File: config.mk
export PLATFORM = sky130hd
export DESIGN_NAME = outport_sched_flat
export DESIGN_NICKNAME = d
export VERILOG_FILES = /design/src/rtl/outport_sched_if.sv /design/src/rtl/outport_sched.sv /design/src/flat_wrapper.sv
export SDC_FILE = /design/constraint.sdc
export NUM_CORES = 1
export LEC_CHECK = 0
export ABC_AREA = 1
export CAP_MARGIN = 10
export CORE_ASPECT_RATIO = 0.8
export CORE_MARGIN = 5
export CORE_UTILIZATION = 31
export CTS_CLUSTER_SIZE = 10
export DETAILED_ROUTE_END_ITERATION = 12
export SETUP_SLACK_MARGIN = 0.3
export SYNTH_ARGS = -nofsm -noshare
export SYNTH_HDL_FRONTEND = slang
export SYNTH_SLANG_ARGS = --single-unit
File: constraint.sdc
create_clock -name clk -period 3.6 [get_ports clk]
set_input_delay 0.36 -clock clk [delete_from_list [all_inputs] [get_ports clk]]
set_output_delay 0.36 -clock clk [all_outputs]
set_load 0.01 [all_outputs]
File: src/rtl/outport_sched_if.sv
// ----------------------------------------------------------------------------
// outport_sched_if
// Bundles the per-output-port scheduler signals of the 5x5 router crossbar.
//   Towards the scheduler:
//     in_vld  [4:0]   head-of-FIFO valid, one bit per input port
//     in_dst  [14:0]  3-bit destination per input, [3i+2:3i]
//     in_tail [4:0]   head flit of input i is a packet tail
//     cred_in         one downstream credit returned this cycle
//   From the scheduler:
//     sel     [4:0]   registered one-hot crossbar select
//     pop     [4:0]   one-hot dequeue strobe to the input FIFOs
//     out_vld         flit on the crossbar output this cycle
//     credits         current downstream credit count
//     busy            wormhole lock held
//     cred_err        sticky credit overflow flag
//     wdog_to         one-cycle watchdog release pulse
// Modports: master = flit source / credit return side, slave = scheduler.
// ----------------------------------------------------------------------------
interface outport_sched_if #(
    parameter int CRDW = 3
);
    logic [4:0]      in_vld;
    logic [14:0]     in_dst;
    logic [4:0]      in_tail;
    logic            cred_in;
    logic [4:0]      sel;
    logic [4:0]      pop;
    logic            out_vld;
    logic [CRDW-1:0] credits;
    logic            busy;
    logic            cred_err;
    logic            wdog_to;

    modport master (
        output in_vld, in_dst, in_tail, cred_in,
        input  sel, pop, out_vld, credits, busy, cred_err, wdog_to
    );

    modport slave (
        input  in_vld, in_dst, in_tail, cred_in,
        output sel, pop, out_vld, credits, busy, cred_err, wdog_to
    );
endinterface

File: src/rtl/outport_sched.sv
// ----------------------------------------------------------------------------
// outport_sched
// Per-output-port scheduler for the 5x5 router crossbar. Round-robin
// arbitration among the five input heads, wormhole lock held from head to
// tail, every flit gated on downstream credits.
//   clk  : clock, all state on posedge
//   rst  : asynchronous active-high reset
//   bus  : outport_sched_if.slave (requests, credits in; select, pops,
//          credit count and status out)
// Parameters: PORTID (served output), CRED_MAX (downstream depth),
//             CRDW (credit counter width), WDOG_LIM (watchdog limit).
// Optional feature: define OUTSCHED_WDOG_EN to build the idle-lock watchdog;
// without it the lock is held indefinitely and wdog_to stays 0.
// ----------------------------------------------------------------------------
module outport_sched #(
    parameter int PORTID   = 0,
    parameter int CRED_MAX = 4,
    parameter int CRDW     = 3,
    parameter int WDOG_LIM = 16
) (
    input  logic             clk,
    input  logic             rst,
    outport_sched_if.slave   bus
);

    typedef enum logic {IDLE, BUSY} state_t;

    localparam logic [2:0]      PID  = 3'(PORTID);
    localparam logic [CRDW-1:0] CMAX = CRDW'(CRED_MAX);

    state_t          state_q, state_d;
    logic [4:0]      sel_q, sel_d;
    logic [2:0]      ptr_q, ptr_d;
    logic [CRDW-1:0] cred_q, cred_d;
    logic            cerr_q, cerr_d;
    logic            wto_q, wto_d;

    logic [4:0]      req;
    logic [2:0]      owner;
    logic            xfer;
    logic            tail_x;
    logic            wdog_fire;

    function automatic logic [2:0] inc5(input logic [2:0] v);
        return (v == 3'd4) ? 3'd0 : v + 3'd1;
    endfunction

    function automatic logic [2:0] oh2idx(input logic [4:0] oh);
        logic [2:0] idx;
        idx = 3'd0;
        for (int i = 0; i < 5; i++) begin
            if (oh[i]) idx = 3'(i);
        end
        return idx;
    endfunction

    // First set request at or after the pointer, wrapping modulo 5.
    function automatic logic [4:0] rr_pick(input logic [4:0] r, input logic [2:0] p);
        logic [4:0] g;
        logic [2:0] idx;
        g   = '0;
        idx = p;
        for (int k = 0; k < 5; k++) begin
            if ((g == 5'd0) && r[idx]) g[idx] = 1'b1;
            idx = inc5(idx);
        end
        return g;
    endfunction

    always_comb begin
        req = '0;
        for (int i = 0; i < 5; i++) begin
            req[i] = bus.in_vld[i] && (bus.in_dst[3*i +: 3] == PID);
        end
    end

    assign owner  = oh2idx(sel_q);
    assign xfer   = (state_q == BUSY) && ((bus.in_vld & sel_q) != 5'd0) && (cred_q != '0);
    assign tail_x = (bus.in_tail & sel_q) != 5'd0;

`ifdef OUTSCHED_WDOG_EN
    localparam int WDW = $clog2(WDOG_LIM + 1);

    logic [WDW-1:0] wcnt_q, wcnt_d;

    // Counts consecutive BUSY cycles without a transfer; the cycle that
    // would reach WDOG_LIM releases the lock instead.
    always_comb begin
        wcnt_d    = '0;
        wdog_fire = 1'b0;
        if (state_q == BUSY && !xfer) begin
            if (wcnt_q == WDW'(WDOG_LIM - 1)) begin
                wdog_fire = 1'b1;
            end else begin
                wcnt_d = wcnt_q + WDW'(1);
            end
        end
    end

    always_ff @(posedge clk or posedge rst) begin
        if (rst) wcnt_q <= '0;
        else     wcnt_q <= wcnt_d;
    end
`else
    // WDOG_LIM only matters when the watchdog is built in; this is constant 0.
    assign wdog_fire = (WDOG_LIM < 0);
`endif

    // Lock FSM: IDLE arbitrates, BUSY holds the owner until tail or watchdog.
    always_comb begin
        state_d = state_q;
        sel_d   = sel_q;
        ptr_d   = ptr_q;
        wto_d   = 1'b0;
        case (state_q)
            IDLE: begin
                sel_d = rr_pick(req, ptr_q);
                if (sel_d != 5'd0) state_d = BUSY;
            end
            BUSY: begin
                if ((xfer && tail_x) || wdog_fire) begin
                    state_d = IDLE;
                    sel_d   = '0;
                    ptr_d   = inc5(owner);
                    wto_d   = wdog_fire;
                end
            end
            default: begin
                state_d = IDLE;
                sel_d   = '0;
            end
        endcase
    end

    // Credit counter: a transfer and a return in the same cycle cancel out.
    always_comb begin
        cred_d = cred_q;
        cerr_d = cerr_q;
        case ({xfer, bus.cred_in})
            2'b10: cred_d = cred_q - CRDW'(1);
            2'b01: begin
                if (cred_q == CMAX) cerr_d = 1'b1;
                else                cred_d = cred_q + CRDW'(1);
            end
            default: cred_d = cred_q;
        endcase
    end

    always_ff @(posedge clk or posedge rst) begin
        if (rst) begin
            state_q <= IDLE;
            sel_q   <= '0;
            ptr_q   <= '0;
            cred_q  <= CMAX;
            cerr_q  <= 1'b0;
            wto_q   <= 1'b0;
        end else begin
            state_q <= state_d;
            sel_q   <= sel_d;
            ptr_q   <= ptr_d;
            cred_q  <= cred_d;
            cerr_q  <= cerr_d;
            wto_q   <= wto_d;
        end
    end

    assign bus.sel      = sel_q;
    assign bus.pop      = xfer ? sel_q : 5'd0;
    assign bus.out_vld  = xfer;
    assign bus.credits  = cred_q;
    assign bus.busy     = (state_q == BUSY);
    assign bus.cred_err = cerr_q;
    assign bus.wdog_to  = wto_q;

endmodule

File: src/flat_wrapper.sv
// flat-port wrapper written by rule: the top's interface ports become plain ports
module outport_sched_flat 
#(
    parameter int PORTID   = 0,
    parameter int CRED_MAX = 4,
    parameter int CRDW     = 3,
    parameter int WDOG_LIM = 16
)
  (clk, rst, bus_in_vld, bus_in_dst, bus_in_tail, bus_cred_in, bus_sel, bus_pop, bus_out_vld, bus_credits, bus_busy, bus_cred_err, bus_wdog_to);
  outport_sched_if #(.CRDW(CRDW)) bus_i ();
  input  logic clk;
  input  logic rst;
  input wire logic [$bits(bus_i.in_vld)-1:0] bus_in_vld;
  input wire logic [$bits(bus_i.in_dst)-1:0] bus_in_dst;
  input wire logic [$bits(bus_i.in_tail)-1:0] bus_in_tail;
  input wire logic [$bits(bus_i.cred_in)-1:0] bus_cred_in;
  output wire logic [$bits(bus_i.sel)-1:0] bus_sel;
  output wire logic [$bits(bus_i.pop)-1:0] bus_pop;
  output wire logic [$bits(bus_i.out_vld)-1:0] bus_out_vld;
  output wire logic [$bits(bus_i.credits)-1:0] bus_credits;
  output wire logic [$bits(bus_i.busy)-1:0] bus_busy;
  output wire logic [$bits(bus_i.cred_err)-1:0] bus_cred_err;
  output wire logic [$bits(bus_i.wdog_to)-1:0] bus_wdog_to;
  assign bus_i.in_vld = bus_in_vld;
  assign bus_i.in_dst = bus_in_dst;
  assign bus_i.in_tail = bus_in_tail;
  assign bus_i.cred_in = bus_cred_in;
  assign bus_sel = bus_i.sel;
  assign bus_pop = bus_i.pop;
  assign bus_out_vld = bus_i.out_vld;
  assign bus_credits = bus_i.credits;
  assign bus_busy = bus_i.busy;
  assign bus_cred_err = bus_i.cred_err;
  assign bus_wdog_to = bus_i.wdog_to;
  outport_sched #(.PORTID(PORTID), .CRED_MAX(CRED_MAX), .CRDW(CRDW), .WDOG_LIM(WDOG_LIM)) u_core (.clk(clk), .rst(rst), .bus(bus_i));
endmodule
==> flow_summary.yaml <==
route:
  num_vias: 2174
  viasPerCell: 4.77
  routed_wl_mm: 5.99
  drtPass1Iterations: 4
  drtIter0Drc: 111
  drc_errors: 0
  wire_per_inst_microns: 13.1
  drtAntennaViolNets: 0
sta:
  fin_skew_ns: 0.00385
  tightest_slew_ns: 0.732
  drv_slew: 0
  fin_tns_setup_ns: 0
  fin_crit_sh_pct: 85.2
  holdWs_ns: 0.449
  final-hold-violation-count: 0
  relSlewSlack_pct: 50.7
  fin_crit_ns: 3.07
  rsz0062_at_grt: "false"
  max_clock_freq_ghz: 0.326
  setup_viol: 0
cells_and_area:
  area_growth_pct: 37.7
  diodes: 0
  regArea_sq_um: 327
  final_cell_mix: "nand2_1, nor2_1, inv_1"
  final_nets: 409
  drive_gt1_share_pct: 21.2
  final_cells: 456
  final_common_cell: "nand2_1"
  fillers: 658
  multi_input_area_sq_mm: 0.00148
clock_tree:
  cts_buffers: 3
  tritoncts: "yes"
  clockBufferDepth: 2
  clk_latency_ns: 0.24
  path_clk_slew_ns: 0.06
  htreeDepth: 1
  ctsHoldBuffers: 0
  cts_sinks: 13
  cts-root-buf: "clkbuf_8"
logic_synthesis:
  async_reset_ff_share_pct: 100
  synth-seq-cells: 13
  synth_area_leaders: "dfrtp_1, nand2_1, inv_1"
  synth_seq_area_share_pct: 16.6
  synth_warnings: 0
  synth-main-ff-cell: "dfrtp_1"
  synthCells: 314
  synth_edf_count: 0
  syn_area_sq_mm: 0.00197
  post_synth_num_cell_types: 43
  synth_nets: 350
  yosysTopAreaCellShare_pct: 15.3
  yosysTopAreaCell: "dfrtp_1"
  avgSynthCellArea_sq_um: 6.26
floorplan:
  io_pins: 45
  core_sq_mm: 0.00628
  start_util_pct: 31.3
  row_count: 26
  die-height_microns: 81.2
  die_w_microns: 99.1
  design.die.area_sq_mm: 0.00805
setup_path:
  regToRegEndpoint: "u_core.bus.busy"
  worstReg2RegStart: "u_core.ptr_q[0]"
  critical_path.startpoint_type: "flop"
  critPathKind: "reg2reg"
  r2r_slack_ns: 0.53
  crit_slowest_cell: "dfrtp_1"
  path_common_cell: "nand2_1"
  crit_arrival_ns: 3.20
  endpoint_kind: "flop"
  max_stage_delay_ns: 0.41
  crit_fanout: 6
  worstRegToRegCells: 25
  worstPathRequired_ns: 3.73
run:
  max_cap_violations: 0
run_status:
  status: "completed"
placed_design:
  gp_congestion: 0.929
  io_buffers: 43
  place_hpwl_mm: 4.88
  placed_cells_incl_taps: 443
hold_path:
  min_path_type: "in2async"
grt:
  grt_overflow: 0
  antenna_found_initial: 0
  grt_pass1_vias: 1956
  grt_use_total_pct: 14.6
  grt_max_degree: 14
  grt_pass1_wl_mm: 9.56
==> stage by stage <==
step	instance area, sq um	setup WS, ns	util (%)
2_1_floorplan	1970	0.404	-
3_3_place_gp	2510	0.255	40.0
3_5_place_dp	2510	0.218	40.0
4_1_cts	2570	0.309	41.0
5_1_grt	2710	0.281	43.1
6_report	2710	0.534	43.1
==> cell families (layout without fill, tap and decap cells) <==
group | Yosys count | count (layout) | share of synthesized area, %
other | 1 | 1 | 0.191
buffers and inverters | 57 | 115 | 11.8
flip-flops | 13 | 13 | 16.6
AO/OA/AOI/OAI | 34 | 34 | 12.3
AND/OR/NAND/NOR | 198 | 198 | 52.2
multiplexers | 1 | 1 | 0.572
adder cells (fa/ha/maj) | 8 | 8 | 5.47
XOR/XNOR | 2 | 2 | 0.891
==> cells in the mapped netlist (2+ instances only) <==
cell type	instances
nand2_1	74
inv_1	48
nor2_1	48
nand3_1	17
nand4_1	15
dfrtp_1	12
nand2_2	12
o21ai_0	12
nor2_4	9
ha_1	7
nor2_2	7
a21oi_1	6
nand2_4	6
inv_2	4
nor3_1	4
inv_4	3
a21boi_0	2
o21ai_1	2
xor2_1	2
==> routing by layer <==
layer | share of wire (%) | GRT usage [%] | up-vias | wire, microns
met2 | 42 | 22.2 | 63 | 2520
li1 | - | - | 1118 | -
met3 | 5.6 | 2.15 | 4 | 335
met4 | 0.47 | 1.77 | 0 | 28
met5 | 0 | 0 | - | 0
met1 | 52 | 22.3 | 989 | 3110
==> area by class of cell <==
type | instances | area share, %
Clock buffer | 4 | 1.66
Multi-Input combinational cell | 244 | 54.8
Sequential cell | 13 | 12.1
Tap cell | 84 | 3.88
Inverter | 55 | 8.09
Timing Repair Buffer | 56 | 19.5
==> flip-flops by register name, indices dropped and copies added (netlist names) <==
name and count:
u_core.bus.busy 1, u_core.bus.cred_err 1, u_core.bus.credits 3, u_core.bus.sel 5, u_core.ptr_q 3
==> worst max path at each step <==
| stage | from | end | slack, ns | cells after the start |
|---|---|---|---|---|
| global placement | u_core.ptr_q[0] | u_core.bus.busy | 0.25 | 25 |
| detailed placement | u_core.ptr_q[0] | u_core.bus.busy | 0.22 | 22 |
| floorplan | u_core.ptr_q[0] | u_core.bus.busy | 0.40 | 22 |
| global route | u_core.ptr_q[0] | u_core.bus.busy | 0.28 | 25 |
| finish | u_core.ptr_q[0] | u_core.bus.busy | 0.53 | 25 |
| CTS | u_core.ptr_q[0] | u_core.bus.busy | 0.31 | 23 |
==> critical path: cells and delay by family, from the launching register on <==
kind / cells / cell delay, ns
AOI/OAI and AO/OA: 3 / 0.39
adders and majority gates: 3 / 0.45
and+or+nand+nor: 17 / 1.53
buffers and inverters: 2 / 0.16
DFF: 1 / 0.41
==> repair_timing <==
action,CTS,global route
buffers inserted,0,9
setup endpoints to repair,6,6
gates resized for setup,6,12
pin swaps,0,5
Power is not shown: default switching activity piles up to over one toggle a cycle in this logic, so the estimate is an artifact.
